--- config.mk ---
export PLATFORM = sky130hd
export DESIGN_NAME = fetch_ctrl
export DESIGN_NICKNAME = d
export VERILOG_FILES = /design/src/rtl/fetch_pkg.sv /design/src/rtl/redirect_arb.sv /design/src/rtl/fetch_ctrl.sv
export SDC_FILE = /design/constraint.sdc
export NUM_CORES = 1
export LEC_CHECK = 0
export CAP_MARGIN = 25
export CELL_PAD_IN_SITES_DETAIL_PLACEMENT = 2
export CELL_PAD_IN_SITES_GLOBAL_PLACEMENT = 2
export CORE_MARGIN = 1.5
export CORE_UTILIZATION = 29
export CTS_CLUSTER_SIZE = 16
export DETAILED_ROUTE_END_ITERATION = 16
export PLACE_DENSITY_LB_ADDON = 0.1
export SLEW_MARGIN = 20
export SYNTH_ARGS = -nofsm -noshare
export SYNTH_HDL_FRONTEND = slang
export SYNTH_SLANG_ARGS = --single-unit
--- constraint.sdc ---
create_clock -name clk -period 4.75 [get_ports clk]
set_clock_uncertainty 0.1 [all_clocks]
set_input_delay 0.475 -clock clk [delete_from_list [all_inputs] [get_ports clk]]
set_output_delay 0.475 -clock clk [all_outputs]
set_load 0.01 [all_outputs]
--- src/rtl/fetch_pkg.sv ---
// ============================================================================
// Module   : fetch_pkg
// Brief    : Shared types and constants for the instruction fetch controller.
// Revision : 1.0
// ============================================================================
`default_nettype none

package fetch_pkg;

    typedef enum logic [1:0] {
        ST_IDLE = 2'd0,
        ST_REQ  = 2'd1,
        ST_WAIT = 2'd2,
        ST_HOLD = 2'd3
    } fetch_state_e;

    localparam logic [31:0] PC_STEP          = 32'd4;
    localparam logic [31:0] RESET_PC_DEFAULT = 32'h0000_0000;

    function automatic logic [31:0] word_align(input logic [31:0] addr);
        return addr & ~32'h0000_0003;
    endfunction

endpackage

`default_nettype wire

--- src/rtl/redirect_arb.sv ---
// ============================================================================
// Module   : redirect_arb
// Brief    : Priority select between trap and jump redirects (trap wins).
// Revision : 1.0
// ============================================================================
`default_nettype none

module redirect_arb
    import fetch_pkg::*;
(
    input  logic        trap_en_i,
    input  logic [31:0] trap_addr_i,
    input  logic        jump_en_i,
    input  logic [31:0] jump_addr_i,
    output logic        redirect_en,
    output logic [31:0] redirect_addr
);

    always_comb begin
        redirect_en   = trap_en_i | jump_en_i;
        redirect_addr = trap_en_i ? word_align(trap_addr_i) : word_align(jump_addr_i);
    end

endmodule

`default_nettype wire

--- src/rtl/fetch_ctrl.sv ---
// ============================================================================
// Module   : fetch_ctrl
// Brief    : Single-outstanding instruction fetch FSM with trap/jump redirect.
// Revision : 1.0
// ============================================================================
`default_nettype none

module fetch_ctrl
    import fetch_pkg::*;
#(
    parameter logic [31:0] RESET_PC = RESET_PC_DEFAULT
) (
    input  logic        clk,
    input  logic        rst,
    input  logic        trap_en_i,
    input  logic [31:0] trap_addr_i,
    input  logic        jump_en_i,
    input  logic [31:0] jump_addr_i,
    output logic        imem_req_o,
    output logic [31:0] imem_addr_o,
    input  logic        imem_gnt_i,
    input  logic        imem_rvalid_i,
    input  logic [31:0] imem_rdata_i,
    output logic        inst_valid_o,
    output logic [31:0] inst_o,
    output logic [31:0] inst_pc_o,
    input  logic        inst_ready_i
);

    fetch_state_e state_q, state_d;
    logic [31:0]  pc_q, pc_d;
    logic [31:0]  fetch_pc_q, fetch_pc_d;
    logic         kill_q, kill_d;
    logic [31:0]  inst_q, inst_d;
    logic [31:0]  inst_pc_q, inst_pc_d;

    logic         redirect_en;
    logic [31:0]  redirect_addr;

    redirect_arb u_redirect_arb (
        .trap_en_i     (trap_en_i),
        .trap_addr_i   (trap_addr_i),
        .jump_en_i     (jump_en_i),
        .jump_addr_i   (jump_addr_i),
        .redirect_en   (redirect_en),
        .redirect_addr (redirect_addr)
    );

    always_ff @(posedge clk or posedge rst) begin
        if (rst) begin
            state_q    <= ST_IDLE;
            pc_q       <= RESET_PC;
            fetch_pc_q <= RESET_PC;
            kill_q     <= 1'b0;
            inst_q     <= 32'h0;
            inst_pc_q  <= 32'h0;
        end else begin
            state_q    <= state_d;
            pc_q       <= pc_d;
            fetch_pc_q <= fetch_pc_d;
            kill_q     <= kill_d;
            inst_q     <= inst_d;
            inst_pc_q  <= inst_pc_d;
        end
    end

    always_comb begin
        state_d    = state_q;
        pc_d       = pc_q;
        fetch_pc_d = fetch_pc_q;
        kill_d     = kill_q;
        inst_d     = inst_q;
        inst_pc_d  = inst_pc_q;

        case (state_q)
            ST_IDLE: begin
                if (redirect_en) pc_d = redirect_addr;
                state_d = ST_REQ;
            end
            ST_REQ: begin
                if (imem_gnt_i) begin
                    fetch_pc_d = pc_q;
                    pc_d       = redirect_en ? redirect_addr : pc_q + PC_STEP;
                    // A redirect racing the grant poisons the in-flight response.
                    kill_d     = redirect_en;
                    state_d    = ST_WAIT;
                end else if (redirect_en) begin
                    pc_d = redirect_addr;
                end
            end
            ST_WAIT: begin
                if (redirect_en) pc_d = redirect_addr;
                if (imem_rvalid_i) begin
                    if (kill_q || redirect_en) begin
                        kill_d  = 1'b0;
                        state_d = ST_REQ;
                    end else begin
                        inst_d    = imem_rdata_i;
                        inst_pc_d = fetch_pc_q;
                        state_d   = ST_HOLD;
                    end
                end else if (redirect_en) begin
                    kill_d = 1'b1;
                end
            end
            ST_HOLD: begin
                if (redirect_en) begin
                    pc_d    = redirect_addr;
                    state_d = ST_REQ;
                end else if (inst_ready_i) begin
                    state_d = ST_REQ;
                end
            end
            default: state_d = ST_IDLE;
        endcase
    end

    assign imem_req_o   = (state_q == ST_REQ);
    assign imem_addr_o  = pc_q;
    assign inst_valid_o = (state_q == ST_HOLD);
    assign inst_o       = inst_q;
    assign inst_pc_o    = inst_pc_q;

endmodule

`default_nettype wire
# Yosys cells after proc, flatten, opt, wreduce, memory -nomap -nowiden
# Index checks and enable logic that the tools add are counted.
totals:
  reg_bits: 131
  latch_bits: 0
  ramBits: 0
  romBits: 0
  input_bits: 103
  out_inout_bits: 98
  elab_cells: 41
  n_memories: 0
op_classes:
  addsub: 1
  mul: 0
  div: 0
  magnitude_cmp: 0
  eq_ne: 8
  shift: 0
  mux: 16
  bitwise: 2
  reduce_logical: 8
ops:
  columns: ["op", "n"]
  rows:
  - ["two-way mux 32 bit", 4]
  - ["one-hot mux 32 bit (2 select lines)", 1]
  - ["adder 32 x 3 -> 32 bit (second input constant)", 1]
  - ["two-way mux 2 bit", 5]
  - ["one-hot mux 2 bit (4 select lines)", 1]
  - ["inequality test 3 bit (second input constant)", 2]
  - ["AND reduction 3 bit", 2]
  - ["== test 2 bit (second input constant)", 2]
  - ["two-way mux 1 bit", 4]
  - ["AND reduction 4 bit", 1]
  - ["inequality test 3 x 1 -> 1 bit (second input constant)", 1]
  - ["OR reduction 3 bit", 1]
  - ["== test 2 x 1 -> 1 bit (second input constant)", 1]
  - ["logical NOT 2 bit", 1]
  - ["inequality test 2 x 1 -> 1 bit (second input constant)", 1]
  - ["inequality test 2 bit (second input constant)", 1]
  - ["one-hot mux 1 bit (2 select lines)", 1]
  - ["AND reduction 2 bit", 1]
  - ["nonzero test 2 bit", 1]
  - ["logical OR 1 bit", 1]
  - ["inverter 1 bit", 1]
  - ["bitwise OR 1 bit", 1]

# Longest topological paths before layout
logic_depth:
  ltp_word: 5
  depth_mapped: 8
  ltp_nobuf: 7

# Hierarchy
# A second synthesis with hierarchy kept.
hier_totals:
  hier_cells: 480
  area_unflattened_um2: 6030.8
by_module_without_submodules:
  columns: ["module", "n_inst", "cells_per_inst", "area_per_inst_um2", "seq_area_each_um2"]
  rows:
  - ["fetch_ctrl", 1, 443, 5634.2, 3278.1]
  - ["redirect_arb", 1, 37, 396.6, 0.0]

# Least setup slack after synthesis
# No wires, ideal clock.
synth_path:
  kind: "reg-to-reg"
  from: "reg state_q[1]"
  to: "reg pc_q[30] (netlist: imem_addr_o[30])"
  setup_time_ns: 0.126
  t_arrival_ns: 2.153
  required_time_ns: 4.524
  path_slack_ns: 2.372
  path_stages_with_launch: 9
  n_path_buf: 1
  period_less_slack_ns: 2.378
  path_cell_list: "dfrtp_1 -> inv_1 -> ha_1 -> nand4_1 -> or2_2 -> buf_2 -> or3_4 -> or4_1 -> o311a_1"
synth_between:
  elab_chain_cells: 3
  word_cells_on_any_way: 6
  classes_between: "3 x eq/ne; 1 x mux; 2 x reduce/logical"
synth_lines:
  columns: ["element", "line", "rtl"]
  rows:
  - ["start: declaration", "fetch_ctrl.sv:30", "fetch_state_e state_q, state_d;"]
  - ["start signal: assignment", "fetch_ctrl.sv:58", "state_q <= state_d;"]
  - ["== test 2 bit or logical NOT 2 bit (tied branches)", "fetch_ctrl.sv:75", "case (state_q)"]
  - ["OR reduction 3 bit (no source line)", null, null]
  - ["one-hot mux 32 bit (2 select lines) *", "fetch_ctrl.sv:75", null]
  - ["named net pc_d[30]", "fetch_ctrl.sv:31", "logic [31:0] pc_q, pc_d;"]
  - ["end signal: assignment", "fetch_ctrl.sv:59", "pc_q <= pc_d;"]
  - ["end: declaration", "fetch_ctrl.sv:31", null]
# Mark *: on every way through the listed nets, which the timed path passes. The rest lies on a longest branch.
# A chain may end at the register's enable or synchronous reset.

# Worst setup path after layout
layout_path:
  from: "in jump_en_i"
  to: "reg inst_pc_q[28] (netlist: inst_pc_o[28])"
layout_between:
  elab_chain_cells: 4
layout_lines:
  columns: ["element", "line", "rtl"]
  rows:
  - ["start: declaration", "fetch_ctrl.sv:17", "input logic jump_en_i,"]
  - ["bitwise OR 1 bit", "redirect_arb.sv:20", "redirect_en = trap_en_i | jump_en_i;"]
  - ["logical OR 1 bit", "fetch_ctrl.sv:94", "if (kill_q || redirect_en) begin"]
  - ["inverter 1 bit (no source line)", null, null]
  - ["AND reduction 3 bit (no source line)", null, null]
  - ["end signal: assignment", "fetch_ctrl.sv:63", "inst_pc_q <= inst_pc_d;"]
  - ["end: declaration", "fetch_ctrl.sv:35", "logic [31:0] inst_pc_q, inst_pc_d;"]
# Every way passes these cells.

==> results.sh <==
export IMPL_synth_cell_type_count=36
export IMPL_clock_fmax_ghz=0.364
export IMPL_cts_resized=0
export IMPL_core_area_sq_um=19500
export IMPL_die_y_microns=144
export IMPL_hold_viol=0
export IMPL_ys_ff_latch=131
export IMPL_syn_nets=582
export IMPL_drc_errors=0
export IMPL_worstPathMaxFanout=64
export IMPL_regArea_sq_um=3280
export IMPL_io_buffer_count=196
export IMPL_whs_ps=386
export IMPL_clk_path_buf_depth=2
export IMPL_ios=201
export IMPL_routedWlPerCell_microns=18.9
export IMPL_period_needed_ps=2750
export IMPL_numCtsBuffers=17
export IMPL_finalCritPeriodShare_pct=57.9
export IMPL_worst_path_max_delay_cell="nand2_4"
export IMPL_setup_viol=0
export IMPL_yosys_warnings=0
export IMPL_die_x_microns=144
export IMPL_synth_area_leaders="dfrtp_1 (57%), mux2_2 (18%), a21oi_1 (2.6%)"
export IMPL_final_max_slew_viol_count=0
export IMPL_start_util_pct=29.7
export IMPL_vias=4551
export IMPL_clkSlewWorstSetupHoldPaths_ps=60
export IMPL_diodes=0
export IMPL_drive_above_1_share_pct=20.8
export IMPL_syn_inst=474
export IMPL_critPathRequiredTime_ps=4940
export IMPL_power_density_nw_per_um2=492
export IMPL_crit_path_end_kind="register"
export IMPL_viasPerCell=4.78
export IMPL_multi_input_area_sq_um=2400
export IMPL_drt_iter0_drc=88
export IMPL_yosys_area_top_type="dfrtp_1"
export IMPL_insertion_delay_ps=420
export IMPL_tns_ps=0
export IMPL_crit_start="jump_en_i"
export IMPL_netlist_area_sq_um=5790
export IMPL_min_delay_start="fetch_pc_q[15]"
export IMPL_drt_total_wl_mm=18.0
export IMPL_fillers=2000
export IMPL_hold_class="register to register"
export IMPL_worstSetupStartpointType="input port"
export IMPL_slowest_delay_ps=570
export IMPL_r2r_start="state_q[1]"
export IMPL_cts_setup_buffers=0
export IMPL_synth_top_area_share_pct=56.6
export IMPL_routabilityCongestion=0.729
export IMPL_cts_hold_buffers=0
export IMPL_fp_row_count=51
export IMPL_ant_nets=0
export IMPL_antenna_found_initial=2
export IMPL_grt_max_degree=101
export IMPL_dr_pass1_iters=4
export IMPL_dp_hpwl_mm=12.7
export IMPL_cts_tree="built"
export IMPL_gr_total_overflow=0
export IMPL_synth_area_per_cell_sq_um=12.2
export IMPL_area_delta_synth_final_pct=49.1
export IMPL_outcome="completed"
export IMPL_clockRootBuffer="clkbuf_16"
export IMPL_drv_cap=0
export IMPL_htree_levels=4
export IMPL_tightest_slew_ps=975
export IMPL_total_leakage_power_nw=3.69
export IMPL_maxSlewHeadroom_pct=35.0
export IMPL_worst_ir_drop_vdd_v=0.000244
export IMPL_fin_nets=782
export IMPL_worstPathArrival_ps=2940
export IMPL_cts_sink_count=131
export IMPL_grt_pass1_wl_mm=27.9
export IMPL_r2r_slack_ps=2100
export IMPL_grt_setup_unrepaired="no"
export IMPL_grt_pass1_vias=5068
export IMPL_grt_total_usage_pct=17.8
export IMPL_synth_seq_area_share_pct=56.6
export IMPL_die_area_sq_um=20800
export IMPL_worstPathCellList="clkdlybuf4s50_1 > or2_1 > nor3b_1 > nand2_4 > mux2_2"
export IMPL_crit_type="input port to register"
-- Yosys cell counts (all sizes together) --
cell type	n
and3	3
clkbuf	19
o211ai	1
xnor2	16
nor2	17
nor4	4
ha	5
inv	13
nor2b	17
and2	4
xor2	10
o22ai	5
nand3	13
a22oi	2
mux2i	2
a221oi	2
or4	1
or3	2
o311a	1
or2	2
o221ai	1
nand2	29
nand4	10
o21ai	14
dfrtp	131
nor3	7
and4	2
nor3b	1
a211oi	14
mux2	94
a21oi	30
buf	2
-- cell usage in the layout, fill, tap and decap left out, drive strengths merged --
| cell | instances |
|---|---|
| clkinv | 5 |
| o311a | 1 |
| clkinvlp | 4 |
| nand3 | 13 |
| a211oi | 14 |
| mux2 | 94 |
| or2 | 2 |
| bufinv | 1 |
| inv | 17 |
| a21oi | 30 |
| or4 | 1 |
| and2 | 4 |
| xnor2 | 16 |
| clkbuf | 18 |
| buf | 7 |
| and3 | 3 |
| o211ai | 1 |
| o221ai | 1 |
| o21ai | 14 |
| nor3b | 1 |
| a22oi | 2 |
| ha | 5 |
| nor2 | 17 |
| nor4 | 4 |
| nor3 | 7 |
| o22ai | 5 |
| and4 | 2 |
| clkdlybuf4s50 | 195 |
| nor2b | 17 |
| nand2 | 29 |
| mux2i | 2 |
| or3 | 2 |
| nand4 | 10 |
| dfrtp | 131 |
| xor2 | 10 |
| a221oi | 2 |
-- sequential cells by signal (all words and copies together), names as in the netlist --
name and flops:
inst_pc_o 32, inst_o 32, kill_q 1, imem_addr_o 32
fetch_pc_q 32, state_q 2
-- power breakdown --
part | total, mW | internal, mW | switching [mW]
Combinational | 1.30 | 0.792 | 0.510
Clock | 1.26 | 0.726 | 0.529
Sequential | 1.70 | 1.47 | 0.221
Total | 4.25 | 2.99 | 1.26
-- worst max-delay path: cells and delay by family --
kind / cells / cell delay (ps)
buf+inv: 1 / 460
mux: 1 / 520
simple gates: 3 / 1390
-- kinds of logic after synthesis --
kind of cell,after synthesis,synth area share (%)
adders and majority gates,5,1.08
xor gates and xnor gates,26,3.93
DFF,131,56.6
AOI/OAI and AO/OA,70,7.17
muxes,96,18.6
buffers and inverters,34,2.23
and+or+nand+nor,112,10.4
-- layer usage --
layer,wire (microns),part of all wire (%),track usage [%],vias up
li1,-,-,-,2083
met1,7610,42,21.3,2319
met2,9090,51,31.1,136
met3,1140,6.4,5.30,11
met4,122,0.68,4.94,2
met5,9,0.050,0,-
-- through the flow --
step                power, mW  util, %  instance area [sq um]  cells  setup slack [ps]
global route             4.50     44.2                   8640    952              1860
global placement         2.95     41.2                   8050    918              1570
finish                   4.25     44.2                   8640    952              2000
floorplan                2.28        -                   5790    474               677
CTS                      4.32     44.1                   8620    951              1970
detailed placement       3.03     41.3                   8060    919              1570
-- final cells by class --
| type | count | share of cell area, % |
|---|---|---|
| inverter | 13 | 0.623 |
| timing repair buffer | 202 | 23.3 |
| tap | 265 | 3.84 |
| clock buffer | 18 | 4.97 |
| multi-input combinational | 309 | 27.8 |
| sequential | 131 | 38.0 |
| clock inverter | 14 | 1.51 |
-- worst paths after layout --
path / end / depth (start not counted)
worst min-delay path: fetch_pc_q[15] / 2
worst min register to register: fetch_pc_q[15] / 2
min in group asynchronous: fetch_pc_q[6] / 2
worst max register to register: imem_addr_o[30] / 7
worst max-delay path: inst_pc_o[28] / 5
max in group asynchronous: inst_o[15] / 3
Power figures use the tool's default switching activity.
